## src/rtl/instruction_fetch_unit.sv

```systemverilog
// instruction_fetch_unit: owns the PC and fetches one word at a time from imem.
// It holds the fetched instruction until retire, and handles flush, stale responses and misaligned targets.
module instruction_fetch_unit #(
  parameter logic [31:0] RESET_PC  = 32'h0040_0000,
  parameter logic [31:0] NOP_INSTR = 32'h0000_0013
) (
  input  logic        clk,
  input  logic        rst_n,
  input  logic [31:0] program_counter_new,
  input  logic        retire,
  input  logic        flush,
  input  logic [31:0] flush_pc,
  output logic        imem_req_valid,
  input  logic        imem_req_ready,
  output logic [31:0] imem_req_addr,
  input  logic        imem_rsp_valid,
  input  logic [31:0] imem_rsp_data,
  output logic        instr_valid,
  output logic [31:0] instr,
  output logic [31:0] program_counter,
  output logic [31:0] program_counter_plus_4,
  output logic        misaligned_fault
);
  typedef enum logic [2:0] {S_REQ, S_WAIT, S_HOLD, S_FAULT, S_DRAIN} state_t;
  state_t      r_state, w_state_nxt;
  logic [31:0] r_pc, w_pc_nxt, r_instr, w_instr_nxt;
  logic        r_valid, w_valid_nxt, r_fault, w_fault_nxt;
  logic        w_flush_bad, w_tgt_bad, w_outstanding;
  assign w_flush_bad = flush_pc[1:0] != 2'b00;
  assign w_tgt_bad   = program_counter_new[1:0] != 2'b00;
  // A flush leaves a request in flight if one is accepted now or is still awaiting its response
  assign w_outstanding = (r_state == S_REQ && imem_req_ready) ||
                         ((r_state == S_WAIT || r_state == S_DRAIN) && !imem_rsp_valid);
  assign imem_req_valid         = rst_n && r_state == S_REQ;
  assign imem_req_addr          = r_pc;
  assign instr_valid            = r_valid;
  assign instr                  = r_instr;
  assign program_counter        = r_pc;
  assign program_counter_plus_4 = r_pc + 32'd4;
  assign misaligned_fault       = r_fault;
  always_ff @(posedge clk or negedge rst_n) begin
    if (!rst_n) begin
      r_state <= S_REQ;
      r_pc    <= RESET_PC;
      r_instr <= NOP_INSTR;
      r_valid <= 1'b0;
      r_fault <= 1'b0;
    end else begin
      r_state <= w_state_nxt;
      r_pc    <= w_pc_nxt;
      r_instr <= w_instr_nxt;
      r_valid <= w_valid_nxt;
      r_fault <= w_fault_nxt;
    end
  end
  always_comb begin
    w_state_nxt = r_state;
    w_pc_nxt    = r_pc;
    w_instr_nxt = r_instr;
    w_valid_nxt = r_valid;
    w_fault_nxt = r_fault;
    if (flush) begin
      w_pc_nxt    = flush_pc;
      w_instr_nxt = NOP_INSTR;
      w_valid_nxt = 1'b0;
      w_fault_nxt = r_fault | w_flush_bad;
      w_state_nxt = w_outstanding ? S_DRAIN : (w_flush_bad ? S_FAULT : S_REQ);
    end else begin
      case (r_state)
        S_REQ:  if (imem_req_ready) w_state_nxt = S_WAIT;
        S_WAIT: if (imem_rsp_valid) begin
          w_instr_nxt = imem_rsp_data;
          w_valid_nxt = 1'b1;
          w_state_nxt = S_HOLD;
        end
        S_HOLD: if (retire) begin
          w_valid_nxt = 1'b0;
          w_instr_nxt = NOP_INSTR;
          w_fault_nxt = r_fault | w_tgt_bad;
          w_pc_nxt    = w_tgt_bad ? r_pc : program_counter_new;
          w_state_nxt = w_tgt_bad ? S_FAULT : S_REQ;
        end
        // r_pc already holds the flush target, so its alignment picks where the drain ends
        S_DRAIN: if (imem_rsp_valid) w_state_nxt = (r_pc[1:0] != 2'b00) ? S_FAULT : S_REQ;
        default: ;
      endcase
    end
  end
endmodule

```

## config.mk

```make
export PLATFORM = sky130hd
export DESIGN_NAME = instruction_fetch_unit
export DESIGN_NICKNAME = d
export VERILOG_FILES = /design/src/rtl/instruction_fetch_unit.sv
export SDC_FILE = /design/constraint.sdc
export NUM_CORES = 1
export LEC_CHECK = 0
export CORE_UTILIZATION = 38
export CTS_CLUSTER_DIAMETER = 120
export DETAILED_ROUTE_END_ITERATION = 12
export GPL_ROUTABILITY_DRIVEN = 0
export PLACE_DENSITY_LB_ADDON = 0.2
export SKIP_LAST_GASP = 1
export SYNTH_ARGS = -nofsm -noshare
export SYNTH_HDL_FRONTEND = slang
export SYNTH_SLANG_ARGS = --single-unit
```

## constraint.sdc

```tcl
create_clock -name clk -period 2.7 [get_ports clk]
set_clock_uncertainty 0.1 [all_clocks]
set_input_delay 0.81 -clock clk [delete_from_list [all_inputs] [get_ports clk]]
set_output_delay 0.81 -clock clk [all_outputs]
set_load 0.05 [all_outputs]
```

* After elaboration in Yosys (flattened, before gate mapping)
Cells that the tools add are included.
** Storage, ports and cells
- Register bits :: 69
- Bits of input ports :: 102
- Output and inout bits :: 131
- Logic and storage cells :: 59
** Cells by class
- $add $sub $neg :: 1
- Eq/ne operators :: 8
- Muxes and demuxes :: 25
- Bitwise logic cells :: 2
- Reduce and logical (&&, ||, !) cells :: 18
** Operators with widths (number)
- $mux W32 :: 7
- $pmux W32 S2 :: 1
- $add A32 B3 Y32 const B :: 1
- $mux W3 :: 6
- $ne A3 B3 Y1 const B :: 4
- $pmux W3 S4 :: 1
- $reduce_bool A2 Y1 :: 5
- $mux W1 :: 6
- $mux W2 :: 3
- $reduce_and A3 Y1 :: 2
- $reduce_and A5 Y1 :: 1
- $reduce_bool A5 Y1 :: 1
- $eq A3 B1 Y1 const B :: 1
- $eq A3 B2 Y1 const B :: 1
- $eq A3 B3 Y1 const B :: 1
- $logic_and A1 B1 Y1 :: 3
- $logic_not A3 Y1 :: 1
- $reduce_bool A3 Y1 :: 1
- $logic_or A1 B1 Y1 :: 2
- $ne A2 B2 Y1 const B :: 1
- $or A1 B1 Y1 :: 2
- $pmux W1 S2 :: 1
- $reduce_and A2 Y1 :: 1
- $logic_not A1 Y1 :: 1

* Longest topological paths before layout
- Depth in word-level cells :: 6
- Mapped depth :: 7
- Mapped depth without buffers :: 6

* Worst setup path before layout
OpenSTA, ideal clock, no wires.
- Path type :: register to output
- From :: reg r_pc[2], in the netlist imem_req_addr[2]
- To :: out program_counter_plus_4[20]
- Arrival :: 2.604 ns
- Data required time :: 1.790 ns
- Path slack :: -0.814 ns
- Cell stages (with the launch flop) :: 7
- Buffers on the path :: 0
- Cell sequence :: dfrtp_1 ha_1 inv_1 nor4_4 and2_4 nand3_1 xnor2_1
** On the way
- Word-level cells in the longest chain between the ends :: 1
** RTL lines
- start: declaration :: line 26 : logic [31:0] r_pc, w_pc_nxt, r_instr, w_instr_nxt;
- start signal: assignment :: line 50 : r_pc <= w_pc_nxt;
- $add A32 B3 Y32 :: line 39 : assign program_counter_plus_4 = r_pc + 32'd4;
- end: declaration :: line 21 : output logic [31:0] program_counter_plus_4,
No other way between the ends.

* Worst setup path after layout
- From :: reg r_pc[22], in the netlist imem_req_addr[22]
- To :: out program_counter_plus_4[30]
Same word-level chain as after synthesis.

==> results.py <==
metrics = {
    "sta": {
        "layout_min_cycle_time_ns": 2.97,
        "setup_violations": 18,
        "finalCritPeriodShare_pct": 110,
        "fin_hold_ws_ns": 0.399,
        "rsz0062_at_grt": "yes",
        "max_freq_mhz": 337,
        "setup_ws_ns": -0.266,
        "slew_headroom_pct": 23.7,
        "tightest_slew_ns": 1.14,
        "hold_viol": 0,
        "slew_viol_final": 0,
    },
    "die": {
        "row_count": 35,
        "dieArea_um2": 10300,
        "io_pins": 233,
        "core_um2": 9420,
        "die_height_um": 102,
        "die_w_um": 102,
        "start_util_pct": 40.0,
    },
    "cells_and_area": {
        "final_common_cell": "clkdlybuf4s50_1",
        "num_antenna_cells": 0,
        "postLayoutCoreUtil_pct": 77.7,
        "final_nets": 702,
        "mostFrequentLayoutCells": "191 x clkdlybuf4s50_1, 45 x buf_4, 42 x dfrtp_1",
        "fillCellCount": 597,
        "syn2layout_area_growth_pct": 94.2,
        "drive_gt1_share_pct": 29.6,
    },
    "synthesis": {
        "syn_area_per_cell_um2": 10.4,
        "synth_top_cell_by_area": "dfrtp_1",
        "synth_top_area_share_pct": 43.1,
        "syn_area_um2": 3770,
        "syn-num-nets": 467,
        "synth_seq_area_share_pct": 45.9,
        "yosys_warnings": 0,
        "synth_edf_count": 0,
        "synth_area_leaders": "dfrtp_1 43%, mux2i_1 8.0%, a22o_1 7.2%, buf_4 7.0%, xnor2_1 4.6%",
        "ys_seq_elements": 69,
        "async_flop_share_pct": 100,
        "postSynthCellCount": 364,
        "ys.flop_type": "dfrtp_1",
        "synth.distinct_cells": 45,
    },
    "outcome": {
        "status": "finished with violations",
        "violations": "negative setup slack",
    },
    "global_routing": {
        "grt_usage_pct": 23.3,
        "grt_pass1_wl_mm": 18.5,
        "grt_pass1_vias": 3654,
        "grt_overflow_total": 0,
        "grt_max_degree": 70,
        "antenna_found_initial": 0,
    },
    "worst_setup_path": {
        "worstSetupStartpoint": "imem_req_addr[22]",
        "slowest_stage": "dfstp_4",
        "cp_cell_sequence": "and4_1 -> and3_4 -> and3_4 -> and3_4 -> xor2_4 -> buf_12",
        "critical-path-top-delay-family": "simple AND/OR/NAND/NOR gates",
        "crit_path_end_kind": "primary output",
        "endpoint": "program_counter_plus_4[30]",
        "worstPathMaxFanout": 3,
        "rrSetupSlack_ns": 0.46,
        "crit_cells": 6,
        "worstPathRequired_ns": 1.79,
        "arrival_ns": 2.06,
        "r2r_start": "r_state[0]",
        "startpoint_type": "flip-flop",
        "cp.buffers_inverters": 1,
        "crit_type": "flip-flop to primary output",
        "crit_top_cell": "and3_4",
        "crit_path_max_incr_delay_ns": 0.62,
        "timing.rr.end": "instr[20]",
        "r2r_cells": 5,
    },
    "clock_tree": {
        "cts-root-buf": "clkbuf_8",
        "cts_buffer_depth": 2,
        "ctsHoldBuffers": 0,
        "cts_max_level": 3,
        "clk_pin_slew_ns": 0.09,
        "clk-insertion-delay-late_ns": 0.33,
        "cts_sinks": 69,
        "cts_tree": "yes",
        "cts_inserted_buffers": 9,
    },
    "routing": {
        "vias": 3616,
        "drtPass1Iterations": 4,
        "wire_per_inst_um": 16.2,
        "via_per_inst": 4.93,
        "drtAntennaViolNets": 0,
        "drc": 0,
        "drt_iter0_drc": 149,
        "routed_wl_mm": 11.9,
    },
    "hold_path": {
        "holdCritPathClass": "flip-flop to flip-flop",
        "holdPathStages": 1,
    },
    "power": {
        "seqPwrFrac_pct": 27.6,
        "powerDensity_nw_per_um2": 693,
        "p_leak_nw": 3.18,
        "p_sw_share_pct": 44.1,
        "internal_power_mw": 2.83,
        "p_sw_mw": 2.24,
        "power_mw": 5.07,
        "p_clk_share_pct": 18.5,
        "combPwrFrac_pct": 54.0,
        "ir_drop_mv": 0.493,
    },
    "place": {
        "port_buffers": 232,
        "dp_hpwl_mm": 9.00,
    },
    "run": {
        "maxCapViolations": 0,
    },
}
[flip-flops by register name, indices dropped and copies added (netlist names)]
name              cells
imem_req_addr        32
instr_valid           1
misaligned_fault      1
instr                32
r_state               3
[worst min-delay path by stage]
stage / from / to / slack (ns)
floorplan: rst_n / imem_req_addr[0] / 0.41
global placement: misaligned_fault / misaligned_fault / 0.38
detailed placement: instr_valid / instr_valid / 0.38
CTS: instr_valid / instr_valid / 0.40
global route: instr_valid / instr_valid / 0.41
finish: instr_valid / instr_valid / 0.40
[timing repair]
| item | 4_1_cts | 5_1_grt |
|---|---|---|
| pin swaps | 22 | 13 |
| setup endpoints to repair | 22 | 23 |
| gates resized for setup | 19 | 16 |
| setup buffers | 2 | 7 |
[cell usage after synthesis (2+ instances only)]
cell type   n
nand2_1    40
nand3b_1    2
buf_2      13
buf_4      35
nor2b_1     5
a21oi_1     4
nor4_4      2
xor2_1      8
and3_1      7
mux2i_1    30
nor3_1      2
nor2_1      8
a22o_1     31
dfrtp_1    65
nand4_2     2
nand4_1     4
o22a_1      3
and4_1      3
o21ai_0    34
clkbuf_1    3
dfstp_2     4
and2_4      3
inv_1       4
nand3_1    11
xnor2_1    20
a31oi_1     2
[logic make-up after synthesis]
group	Yosys count	share of synthesized area [%]
AND/OR/NAND/NOR	95	14.1
AO/OA/AOI/OAI	83	15.2
flip-flops	69	45.9
buffers and inverters	57	9.59
multiplexers	31	8.26
XOR/XNOR	28	6.51
adder cells (fa/ha/maj)	1	0.332
[cell type report]
class                           instances  area [um2]  share of cell area [%]
Clock inverter                          7        98.8                    1.35
Multi-Input combinational cell        238        2200                    30.1
Inverter                                5        18.8                   0.256
Tap cell                              129         161                    2.21
Sequential cell                        69        1770                    24.1
Clock buffer                            9         124                    1.69
Timing Repair Buffer                  276        2950                    40.3
[per-layer routing]
layer / part of all wire (%) / global-route usage [%]
met3: 7.0 / 4.76
met4: 1.4 / 7.80
met1: 38 / 27.6
met5: 0 / 0
met2: 53 / 42.1
[power groups by stage]
stage	sequential [mW]	clock (mW)	combinational (mW)
floorplan	1.96	0	1.15
global placement	1.41	0	2.68
detailed placement	1.41	0	2.72
CTS	1.40	0.956	2.73
global route	1.42	1.00	2.86
finish	1.40	0.936	2.74
[stage by stage]
stage | worst slack [ns] | instances | instance area (um2) | setup TNS [ns]
2_1_floorplan | -0.0993 | 364 | 4200 | -1.08
3_5_place_dp | -0.133 | 708 | 6880 | -3.58
5_1_grt | -0.353 | 733 | 7320 | -4.94
3_3_place_gp | -0.0419 | 708 | 6880 | -1.18
4_1_cts | -0.291 | 726 | 7190 | -3.54
6_report | -0.266 | 733 | 7320 | -2.86
No activity file was read; power rests on OpenSTA's default activity.
